File: src/rtl/phy2mac_os_gen.sv
// PHY-to-MAC ordered-set generator: streams SKP/TS1/TS2 ordered sets selected by the
// LTSSM state, BYTES_PER_CLK symbols per beat, with optional periodic SKP insertion.
package phy2mac_os_gen_pkg;
    typedef enum logic [3:0] {
        DETECT_QUIET, DETECT_ACTIVE, POLLING_ACTIVE, POLLING_ACTIVE_START_TS1,
        POLLING_CONFIG, POLLING_COMPLIANCE, CONFIG_LINKWIDTH_START, CONFIG_LINKWIDTH_ACCEPT,
        CONFIG_LANENUM_WAIT, CONFIG_COMPLETE, CONFIG_IDLE, L0,
        RECOVERY_RCVRLOCK, RECOVERY_IDLE, HOT_RESET, DISABLED
    } LTSSM_State;

    // Symbol codes matching the ozdefs.sv definitions.
    localparam logic [7:0] SYM_COM   = 8'hBC;
    localparam logic [7:0] SYM_SKP   = 8'h1C;
    localparam logic [7:0] SYM_TS1ID = 8'h4A;
    localparam logic [7:0] SYM_TS2ID = 8'h45;
endpackage

module phy2mac_os_gen
    import phy2mac_os_gen_pkg::*;
#(
    parameter int BYTES_PER_CLK = 1,
    parameter int SKP_LEN       = 4,
    parameter int SKP_INTERVAL  = 0,
    parameter int CNT_W         = 16
) (
    input  logic                       clk,
    input  logic                       p2md_rstn,
    input  logic                       en_n,
    input  LTSSM_State                 currLtssmState,
    input  logic [39:0]                ts1Bytes1Thru5,
    input  logic [39:0]                ts2Bytes1Thru5,
    output logic [8*BYTES_PER_CLK-1:0] rxdata,
    output logic [BYTES_PER_CLK-1:0]   rxdatak,
    output logic                       rxvalid,
    output logic                       os_done,
    output logic [1:0]                 os_type,
    output logic [CNT_W-1:0]           os_count
);

    generate
        if (BYTES_PER_CLK != 1 && BYTES_PER_CLK != 2 && BYTES_PER_CLK != 4) begin : g_bad_bpc
            $fatal(1, "BYTES_PER_CLK must be 1, 2 or 4");
        end
        if (SKP_LEN < 2 || SKP_LEN > 8 || (SKP_LEN % BYTES_PER_CLK) != 0) begin : g_bad_skp
            $fatal(1, "SKP_LEN must be 2..8 and a multiple of BYTES_PER_CLK");
        end
        if (SKP_INTERVAL < 0 || SKP_INTERVAL > 255) begin : g_bad_int
            $fatal(1, "SKP_INTERVAL must be 0..255");
        end
    endgenerate

    localparam logic [3:0] TS_LAST  = 4'(16 / BYTES_PER_CLK - 1);
    localparam logic [3:0] SKP_LAST = 4'(SKP_LEN / BYTES_PER_CLK - 1);
    localparam logic [7:0] GAP_MAX  = 8'(SKP_INTERVAL);

    // Mode codes double as os_type encodings.
    localparam logic [1:0] M_NONE = 2'd0;
    localparam logic [1:0] M_SKP  = 2'd1;
    localparam logic [1:0] M_TS1  = 2'd2;
    localparam logic [1:0] M_TS2  = 2'd3;

    typedef enum logic [1:0] {IDLE, SEND_SKP, SEND_TS, INS_SKP} state_t;

    state_t                     state_reg, state_next;
    logic [3:0]                 beat_reg, beat_next;
    logic [1:0]                 mode_reg, mode_next;
    logic                       chg_reg, chg_next;
    logic [7:0]                 gap_reg, gap_next;
    logic [39:0]                field_reg;
    logic [CNT_W-1:0]           count_next;
    logic [8*BYTES_PER_CLK-1:0] rxdata_next;
    logic [BYTES_PER_CLK-1:0]   rxdatak_next;
    logic [1:0]                 os_type_next;

    logic [1:0]                 mode_in;
    logic                       busy, last_beat, first_beat, ts_done, boundary, mode_chg;
    logic [7:0]                 gap_inc;
    logic [39:0]                field_live, field_use;
    logic [7:0]                 ts_id;
    logic [8*BYTES_PER_CLK-1:0] beat_data;
    logic [BYTES_PER_CLK-1:0]   beat_k;

    always_comb begin
        case (currLtssmState)
            POLLING_ACTIVE:           mode_in = M_SKP;
            POLLING_ACTIVE_START_TS1: mode_in = M_TS1;
            POLLING_CONFIG:           mode_in = M_TS2;
            default:                  mode_in = M_NONE;
        endcase
    end

    assign busy       = (state_reg != IDLE);
    assign last_beat  = busy && (beat_reg == ((state_reg == SEND_TS) ? TS_LAST : SKP_LAST));
    assign first_beat = busy && (beat_reg == 4'd0);
    assign ts_done    = last_beat && (state_reg == SEND_TS);
    assign boundary   = !busy || last_beat;
    assign mode_chg   = (mode_in != mode_reg);
    assign gap_inc    = (ts_done && gap_reg != GAP_MAX) ? gap_reg + 8'd1 : gap_reg;
    assign field_live = (mode_reg == M_TS2) ? ts2Bytes1Thru5 : ts1Bytes1Thru5;
    // Beat 0 reads the live field directly; later beats use the copy taken at beat 0.
    assign field_use  = first_beat ? field_live : field_reg;
    assign ts_id      = (mode_reg == M_TS2) ? SYM_TS2ID : SYM_TS1ID;

    generate
        for (genvar gi = 0; gi < BYTES_PER_CLK; gi++) begin : g_lane
            logic [4:0] idx;
            logic [8:0] sym;

            assign idx = 5'(beat_reg) * 5'(BYTES_PER_CLK) + 5'(gi);

            always_comb begin
                sym = {1'b1, SYM_SKP};
                if (state_reg == SEND_TS) begin
                    case (idx)
                        5'd0:    sym = {1'b1, SYM_COM};
                        5'd1:    sym = {1'b0, field_use[7:0]};
                        5'd2:    sym = {1'b0, field_use[15:8]};
                        5'd3:    sym = {1'b0, field_use[23:16]};
                        5'd4:    sym = {1'b0, field_use[31:24]};
                        5'd5:    sym = {1'b0, field_use[39:32]};
                        default: sym = {1'b0, ts_id};
                    endcase
                end else if (idx == 5'd0) begin
                    sym = {1'b1, SYM_COM};
                end
            end

            assign beat_data[8*gi +: 8] = sym[7:0];
            assign beat_k[gi]           = sym[8];
        end
    endgenerate

    always_comb begin
        state_next   = state_reg;
        beat_next    = busy ? (last_beat ? 4'd0 : beat_reg + 4'd1) : 4'd0;
        mode_next    = mode_reg;
        chg_next     = chg_reg;
        gap_next     = gap_inc;
        count_next   = os_count;
        rxdata_next  = '0;
        rxdatak_next = '0;
        os_type_next = M_NONE;

        if (boundary) begin
            beat_next = 4'd0;
            if (en_n || mode_in == M_NONE) begin
                state_next = IDLE;
            end else begin
                chg_next  = mode_chg;
                mode_next = mode_in;
                if (mode_chg) gap_next = 8'd0;
                if (mode_in == M_SKP) begin
                    state_next = SEND_SKP;
                end else if (SKP_INTERVAL != 0 && !mode_chg && gap_inc == GAP_MAX) begin
                    state_next = INS_SKP;
                    gap_next   = 8'd0;
                end else begin
                    state_next = SEND_TS;
                end
            end
        end

        // The count clears on the first beat after a mode change so the final beat
        // of the old OS still shows its completed total.
        if (first_beat && chg_reg) count_next = '0;
        if (ts_done && !(&count_next)) count_next = count_next + CNT_W'(1);

        if (busy) begin
            rxdata_next  = beat_data;
            rxdatak_next = beat_k;
            os_type_next = (state_reg == SEND_TS) ? mode_reg : M_SKP;
        end
    end

    always_ff @(posedge clk) begin
        if (!p2md_rstn) begin
            state_reg <= IDLE;
            beat_reg  <= 4'd0;
            mode_reg  <= M_NONE;
            chg_reg   <= 1'b0;
            gap_reg   <= 8'd0;
            field_reg <= '0;
            rxdata    <= '0;
            rxdatak   <= '0;
            rxvalid   <= 1'b0;
            os_done   <= 1'b0;
            os_type   <= 2'd0;
            os_count  <= '0;
        end else begin
            state_reg <= state_next;
            beat_reg  <= beat_next;
            mode_reg  <= mode_next;
            chg_reg   <= chg_next;
            gap_reg   <= gap_next;
            if (state_reg == SEND_TS && first_beat) field_reg <= field_live;
            rxdata    <= rxdata_next;
            rxdatak   <= rxdatak_next;
            rxvalid   <= busy;
            os_done   <= last_beat;
            os_type   <= os_type_next;
            os_count  <= count_next;
        end
    end

endmodule

File: config.mk
export PLATFORM = sky130hd
export DESIGN_NAME = phy2mac_os_gen
export DESIGN_NICKNAME = d
export VERILOG_FILES = /design/src/rtl/phy2mac_os_gen.sv
export SDC_FILE = /design/constraint.sdc
export NUM_CORES = 1
export LEC_CHECK = 0
export BUFFER_PORTS_ARGS = -buffer_cell sky130_fd_sc_hd__buf_2
export CAP_MARGIN = 20
export CORE_ASPECT_RATIO = 0.5
export CORE_MARGIN = 2
export CORE_UTILIZATION = 50
export DETAILED_ROUTE_END_ITERATION = 16
export PLACE_DENSITY = 0.85
export REMOVE_ABC_BUFFERS = 1
export SLEW_MARGIN = 15
export SYNTH_ARGS = -nofsm -noshare
export SYNTH_HDL_FRONTEND = slang
export SYNTH_SLANG_ARGS = --single-unit
File: constraint.sdc
create_clock -name clk -period 4.8 [get_ports clk]
set_input_delay 0.48 -clock clk [delete_from_list [all_inputs] [get_ports clk]]
set_output_delay 0.48 -clock clk [all_outputs]
set_load 0.05 [all_outputs]
Yosys cells after proc, flatten, opt, wreduce, memory -nomap -nowiden --
Cells that the tools add are included.
Cells by class: $add $sub $neg 2, equal/unequal tests 13, muxes and demuxes 13, bitwise gates (word level) 3, reduce and logical (&&, ||, !) cells 19
Operators with widths (number):
- $mux 40 | 2
- $pmux 9 s6 | 1
- $mux 16 | 2
- $add 16x1->16 const B | 1
- $eq 4x2->1 const B | 4
- $reduce_and 16->1 | 1
- $eq 4x3->1 const B | 3
- $mux 9 | 1
- $mux 4 | 2
- $mux 8 | 1
- $logic_and 1x1->1 | 6
- $pmux 2 s3 | 1
- $logic_not 5->1 | 1
- $add 4x1->4 const B | 1
- $eq 2x2->1 const B | 2
- $eq 4x1->1 const B | 1
- $eq 4x4->1 | 1
- $logic_not 4->1 | 1
- $mux 2 | 2
- $reduce_and 2->1 | 2
- $reduce_or 4->1 | 1
- $not 1->1 | 3
- $reduce_and 3->1 | 1
- $eq 2x1->1 const B | 1
- 6 further kinds | 8
Word-level totals: bits in registers 78, input port bits 87, output and inout port bits 29, logic and storage cells 62

Depth between registers and ports, before layout --
Gate-level depths: netlist of the first run.
depth after elaboration 8, gate-level depth with buffers 10, depth with buffers taken out 9

Worst setup path before layout of the first run --
Ideal clock, no wire load.
path type register to register, start point register state_reg[0], end point register os_count[8], setup time 0.128 ns, arrival 2.089 ns, data required time 4.672 ns, setup slack 2.583 ns, stages on the path, launching flop included 11, path buffers 2, clock period less this slack 2.217 ns, cells stage by stage dfxtp_1 or2_0 buf_2 nand4_1 buf_2 and2_1 ha_1 nand4_1 a211oi_1 xnor2_1 nor2_1
Between the ends: word-level cells in the longest chain between the ends 8, elaborated cells on any way between the ends 14, those cells by class add/sub: 1; eq/ne: 2; mux: 3; reduce/logical: 8
RTL lines:
- from (decl) | line 64 | state_t state_reg, state_next;
- from (signal assigned) | line 190 | state_reg <= state_next;
- branches (longest 7 deep; another with $add 16x1->16)
- $mux 16 * | line 166 | if (ts_done && !(&count_next)) count_next = count_next + CNT_W'(1);
- to (signal assigned) | line 201 | os_count <= count_next;
- to (decl) | line 37 | output logic [CNT_W-1:0] os_count
Every way passes the cells marked *. A chain may end at the register's enable or synchronous reset.

Final worst setup path of the first run --
start point register beat_reg[0], end point register os_count[13]
Between the ends: word-level cells in the longest chain between the ends 8, elaborated cells on any way between the ends 12, those cells by class add/sub: 1; eq/ne: 1; mux: 2; reduce/logical: 8
RTL lines:
- from (decl) | line 65 | logic [3:0] beat_reg, beat_next;
- from (signal assigned) | line 191 | beat_reg <= beat_next;
- branches (longest 7 deep; another with $add 16x1->16)
- $mux 16 * | line 166
Marked as above.

==> flow_metrics.py, run 1 <==
metrics = {
    "global_routing": {
        "grt_usage_pct": 23.5,
        "grt_pass1_wl_mm": 16.8,
        "antenna_found_initial": 0,
        "first_global_vias": 3619,
        "overflow": 0,
        "grt_max_degree": 56,
    },
    "clocking": {
        "cts_buffer_depth": 2,
        "cts.repair.resized": 0,
        "htree_levels": 3,
        "cts_tree": "done",
        "insertion_delay_ns": 0.34,
        "cts_root_buf": "clkbuf_16",
        "cts_made_buffers": 9,
        "cts_hold_buf": 0,
        "clock-sinks": 78,
        "post-cts-setup-buffer-count": 0,
        "clkTransAtPathRegs_ns": 0.06,
    },
    "critical_path": {
        "critPathSlowestCell": "nand4_1",
        "path_max_fanout": 13,
        "max_stage_delay_ns": 0.55,
        "critPathKind": "flip-flop to flip-flop",
        "r2r_slack_ns": 1.81,
        "cp-start-kind": "flip-flop",
        "cpMostUsedCell": "ha_1",
        "critPathArrivalTime_ns": 3.25,
        "endpoint_kind": "flip-flop",
        "required_ns": 5.06,
        "crit_chain": "inv_1 -> ha_1 -> nand4_1 -> and2_1 -> ha_1 -> a41o_1 -> or3_1 -> a21oi_1",
    },
    "layout": {
        "final_nets": 680,
        "drive_above_1_share_pct": 23.7,
        "fillCellCount": 700,
        "largest_reg_flops": 40,
        "fin_cells": 703,
        "syn_to_final_growth_pct": 21.6,
        "diodes": 0,
    },
    "place": {
        "dp_cells": 689,
        "port_buffers": 115,
        "dp_hpwl_mm": 7.13,
        "gp_congestion": 0.823,
    },
    "synthesis": {
        "ys_warn_count": 0,
        "yosysUniqueCellTypes": 54,
        "synthXorXnorAreaFrac_pct": 1.08,
        "synth_area_leaders": "dfxtp_1 38%, o211a_1 9.8%, nand3_1 9.5%",
        "async_flop_share_pct": 0,
        "syn-instance-count": 499,
        "yosysMostFrequentCell": "dfxtp_1",
        "synth-edff-count": 0,
        "ys_ff_latch": 78,
        "synth_top_family_by_area": "simple AND/OR/NAND/NOR gates",
        "yosys-top-cells-count": "78 x dfxtp_1, 77 x nand3_1, 70 x nand2_1",
        "synth-simple-area-share_pct": 26.8,
        "synth_top_area_share_pct": 38.4,
        "synth_fa_ha_area_share_pct": 1.54,
        "syn_area_sq_mm": 0.00407,
        "ys_seq_area_share_pct": 38.4,
        "synth-main-ff-cell": "dfxtp_1",
        "synth_area_leader_cell": "dfxtp_1",
        "synth.area.mux_share_pct": 2.98,
        "synth_compound_gate_area_share_pct": 24.0,
        "avgSynthCellArea_sq_um": 8.15,
    },
    "sta": {
        "setup_viol": 0,
        "final-max-slew-violation-count": 0,
        "min_period_ns": 2.99,
        "hold_violations": 0,
        "fmax_mhz": 335,
        "rsz0062_at_grt": "false",
        "timing.final.crit_share_pct": 62.2,
        "setup-tns-final_ns": 0,
        "maxSlewHeadroom_pct": 37.9,
        "finClkSkew_ns": 0.00577,
        "worst_pin_slew_ns": 0.932,
    },
    "routing": {
        "vias_per_cell": 5.74,
        "wl_mm": 10.1,
        "met2WireLength_mm": 4.78,
        "avgRoutedWirePerCell_um": 14.4,
        "met1Wirelength_mm": 4.55,
        "postRouteAntennaNets": 0,
        "top_layer_used": "met4",
        "vias": 4036,
        "drt_pass1_iterations": 5,
        "drt_iter0_markers": 329,
        "drc": 0,
        "wl_met3_um": 636,
    },
    "power": {
        "p_leak_nw": 2.51,
        "pwr-share-comb_pct": 9.0,
        "clock_power_share_pct": 45.0,
        "vdd_drop_max_mv": 0.139,
        "swShare_pct": 22.2,
        "p_per_area_mw_per_mm2": 300,
        "p_switching_mw": 0.330,
        "p_int_mw": 1.16,
        "p_seq_share_pct": 46.0,
    },
    "floorplanning": {
        "chipWidth_um": 132,
        "die_h_um": 67.8,
        "initial_utilization_pct": 51.2,
        "fp.coreArea_sq_mm": 0.00794,
        "pin_count": 116,
        "die_area_sq_mm": 0.00892,
        "num_rows": 23,
    },
    "run": {
        "max_cap_viol_count": 0,
    },
    "run_status": {
        "run_status": "finished clean",
    },
    "min_path": {
        "hp-class": "input pin to flip-flop",
    },
}
[worst paths after layout]
kind,start,to,cells after the start
setup / recovery,beat_reg[0]$_SDFF_PP0_,os_count[13]$_SDFF_PN0_,8
hold / removal,currLtssmState[0],mode_reg[0]$_SDFFE_PN0P_,3
setup reg to reg,beat_reg[0]$_SDFF_PP0_,os_count[13]$_SDFF_PN0_,8
hold reg to reg,chg_reg$_SDFFE_PN0P_,chg_reg$_SDFFE_PN0P_,2
[cells by family after synthesis]
| kind of cell | Yosys count |
|---|---|
| and+or+nand+nor | 221 |
| AOI/OAI and AO/OA | 125 |
| DFF | 78 |
| buffers and inverters | 53 |
| muxes | 12 |
| xor gates and xnor gates | 5 |
| adders and majority gates | 5 |
[metal layers]
layer / track usage [%] / up-vias
met5: 0 / -
met4: 7.20 / 0
met3: 6.38 / 17
met2: 42.0 / 131
met1: 28.5 / 1873
li1: - / 2015
[worst max-delay path, delay by kind of cell, from the launching register on]
family,cells,cell delay (ns)
buffers and inverters,1,0.10
DFF,1,0.35
adders and majority gates,2,0.77
and+or+nand+nor,3,1.30
AOI/OAI and AO/OA,2,0.40
[stage by stage]
stage	setup WS, ns	utilization [%]	power (mW)	cell area, sq um	hold WS [ns]
3_5_place_dp	1.93	58.6	0.830	4660	0.475
2_1_floorplan	1.78	-	0.767	3890	0.444
4_1_cts	1.92	62.3	1.50	4950	0.446
3_3_place_gp	2.03	58.6	0.826	4660	0.463
5_1_grt	1.60	62.3	1.54	4950	0.471
6_report	1.81	62.3	1.49	4950	0.456
[cells in the final DEF (no fill, tap or decap), types with 4 or more instances in the layout]
cell and count:
ha_1 5, a31oi_1 9, mux2i_1 11, o2111ai_1 6, nand3_1 77, a211oi_1 7, or3_1 9, dfxtp_1 78
buf_4 7, buf_2 115, o21ai_0 9, and2_1 6, a22oi_1 6, nand4_1 4, nand2_1 70, a21oi_1 24
nor3_1 5, clkbuf_16 9, nand2b_1 5, xnor2_1 4, nor2_1 17, inv_1 9, o211a_1 40, and3_1 7
[power by group through the flow]
stage / registers [mW] / logic [mW] / clock network [mW]
finish: 0.684 / 0.133 / 0.669
detailed placement: 0.697 / 0.133 / 0
global placement: 0.697 / 0.129 / 0
global route: 0.686 / 0.149 / 0.708
floorplan: 0.705 / 0.0616 / 0
CTS: 0.683 / 0.134 / 0.679
[area by class of cell]
| class | count | area, sq um | area share [%] |
|---|---|---|---|
| flip-flops and latches | 78 | 1560 | 31.6 |
| multi-input cells | 368 | 2290 | 46.4 |
| clock inverters | 1 | 30.0 | 0.607 |
| repair buffers | 122 | 628 | 12.7 |
| inverters | 9 | 33.8 | 0.683 |
| well taps | 112 | 140 | 2.83 |
| clock buffers | 13 | 260 | 5.26 |
No activity file was read; power rests on OpenSTA's default activity.
==> run 2: changes to the inputs <==
- CORE_UTILIZATION: 50 -> 47
- PLACE_DENSITY: 0.85 -> 0.84
- clock period: 4.8 -> 2.6 ns (I/O delays scaled with it)
==> run 2 against run 1 <==
- the run now ends with design-rule violations left
- highest routed layer unchanged
- sequential power is 84% higher
- sequential cell count stayed put
- power is 94% higher
- fmax is 25% higher
==> flow_metrics.py, run 2 (synthesis results as in run 1) <==
metrics = {
    "global_routing": {
        "overflow": 0,
        "grt_max_degree": 77,
        "first_global_vias": 3870,
        "antenna_found_initial": 0,
        "grt_usage_pct": 23.8,
        "grt_pass1_wl_mm": 18.1,
    },
    "place": {
        "gp_congestion": 0.866,
        "dp_hpwl_mm": 7.62,
        "port_buffers": 115,
        "pre_cts_ws_ns": 0.238,
    },
    "floorplanning": {
        "num_rows": 23,
        "pin_count": 116,
        "fp.coreArea_sq_mm": 0.00820,
        "initial_utilization_pct": 49.6,
        "die_area_sq_mm": 0.00946,
        "chipWidth_um": 136,
        "die_h_um": 69.8,
    },
    "layout": {
        "syn_to_final_growth_pct": 24.9,
        "multiInputGateArea_sq_mm": 0.00230,
        "final_nets": 691,
        "largest_reg_flops": 40,
        "utilization_pct": 62.0,
        "drive_above_1_share_pct": 25.7,
        "fillCellCount": 706,
        "seqCellArea_sq_mm": 0.00156,
        "diodes": 0,
        "final_cell_mix": "115 x buf_2, 78 x dfxtp_1, 77 x nand3_1",
        "final_common_cell": "buf_2",
    },
    "sta": {
        "timing.final.crit_share_pct": 91.6,
        "maxSlewHeadroom_pct": 56.4,
        "rsz0062_at_grt": "false",
        "worst_pin_slew_ns": 0.652,
        "finClkSkew_ns": 0.00536,
        "fmax_mhz": 420,
        "final-max-slew-violation-count": 0,
        "min_period_ns": 2.38,
        "fin_ws_ns": 0.219,
        "setup_viol": 0,
        "hold_violations": 0,
        "setup-tns-final_ns": 0,
        "finalHoldWorstSlack_ns": 0.224,
    },
    "routing": {
        "drt_pass1_iterations": 12,
        "drc": 1,
        "avgRoutedWirePerCell_um": 15.1,
        "vias_per_cell": 5.82,
        "drt_iter0_markers": 330,
        "wl_mm": 10.8,
        "postRouteAntennaNets": 0,
        "vias": 4160,
    },
    "min_path": {
        "worstHoldStart": "en_n",
        "hp-class": "input pin to flip-flop",
        "holdPathStages": 3,
        "hold_end": "chg_reg$_SDFFE_PN0P_",
    },
    "power": {
        "p_per_area_mw_per_mm2": 568,
        "vdd_drop_max_mv": 0.368,
        "finalPower_mw": 2.88,
        "p_leak_nw": 2.59,
    },
    "run_status": {
        "run_status": "finished with violations",
        "violations": "design-rule violations",
    },
    "run": {
        "max_cap_viol_count": 0,
    },
    "critical_path": {
        "r2r_cells": 9,
        "critPathArrivalTime_ns": 2.60,
        "path_max_fanout": 8,
        "critPathKind": "flip-flop to flip-flop",
        "required_ns": 2.82,
        "r2r_start": "beat_reg[0]$_SDFF_PP0_",
        "r2r_slack_ns": 0.22,
        "cp-start-kind": "flip-flop",
        "r2r-end": "os_count[8]$_SDFF_PN0_",
        "endpoint_kind": "flip-flop",
    },
    "clocking": {
        "cts_made_buffers": 9,
        "clock-sinks": 78,
        "clkTransAtPathRegs_ns": 0.06,
        "cts_root_buf": "clkbuf_16",
        "cts_buffer_depth": 2,
        "cts_tree": "done",
        "post-cts-setup-buffer-count": 0,
        "insertion_delay_ns": 0.34,
        "htree_levels": 3,
    },
}
-- run 2: changes by cell type in the layout (fill, tap and decap cells not counted), sizes merged --
cell    previous run  this run
bufinv             1         2
clkbuf            13        11
buf              122       133
clkinv             0         2
-- run 2: critical path, cell delays in order, from the launching register on --
cell and delay (ns):
dfxtp_1 0.40, inv_1 0.09, ha_1 0.22, nand4_1 0.14, and2_1 0.18, ha_1 0.30, nand4_1 0.33, a211oi_1 0.38
xnor2_1 0.16, nor2_1 0.05
-- run 2: what timing repair did --
action / CTS / global route
gates resized for setup: 0 / 1
hold buffers: 0 / 0
setup endpoints to repair: 0 / 2
-- run 2: layer usage --
| metal | up-vias | track usage (%) | part of all wire, % | wire length, um |
|---|---|---|---|---|
| li1 | 2039 | - | - | - |
| met3 | 20 | 5.56 | 6.2 | 672 |
| met1 | 1953 | 29.9 | 44 | 4700 |
| met4 | 0 | 7.87 | 1.6 | 168 |
| met2 | 148 | 40.2 | 49 | 5260 |
| met5 | - | 0 | 0 | 0 |
-- run 2: area by class of cell --
class | instances | area share, %
Inverter | 9 | 0.665
Multi-Input combinational cell | 368 | 45.3
Timing Repair Buffer | 133 | 14.2
Clock inverter | 4 | 1.38
Tap cell | 112 | 2.76
Clock buffer | 11 | 4.97
Sequential cell | 78 | 30.7
-- run 2: stage by stage --
| stage | area, sq um | instances |
|---|---|---|
| global route | 5080 | 715 |
| floorplan | 3890 | 455 |
| global placement | 4750 | 700 |
| CTS | 5080 | 715 |
| detailed placement | 4750 | 700 |
| finish | 5080 | 715 |
-- run 2: how the worst max path moves through the flow --
| stage | start | end | slack [ns] | cells past startpoint |
|---|---|---|---|---|
| 6_report | beat_reg[0]$_SDFF_PP0_ | os_count[8]$_SDFF_PN0_ | 0.22 | 9 |
| 4_1_cts | beat_reg[0]$_SDFF_PP0_ | os_count[8]$_SDFF_PN0_ | 0.23 | 9 |
| 3_3_place_gp | beat_reg[0]$_SDFF_PP0_ | os_count[8]$_SDFF_PN0_ | 0.34 | 9 |
| 5_1_grt | beat_reg[0]$_SDFF_PP0_ | os_count[8]$_SDFF_PN0_ | 0.002 | 9 |
| 2_1_floorplan | beat_reg[0]$_SDFF_PP0_ | field_reg[10]$_SDFFE_PN0P_ | -0.42 | 6 |
| 3_5_place_dp | beat_reg[0]$_SDFF_PP0_ | os_count[8]$_SDFF_PN0_ | 0.24 | 9 |
-- run 2: where the power goes --
| part | total, mW | internal (mW) | switching (mW) |
|---|---|---|---|
| Combinational | 0.258 | 0.117 | 0.141 |
| Clock | 1.37 | 0.883 | 0.482 |
| Sequential | 1.26 | 1.24 | 0.0242 |
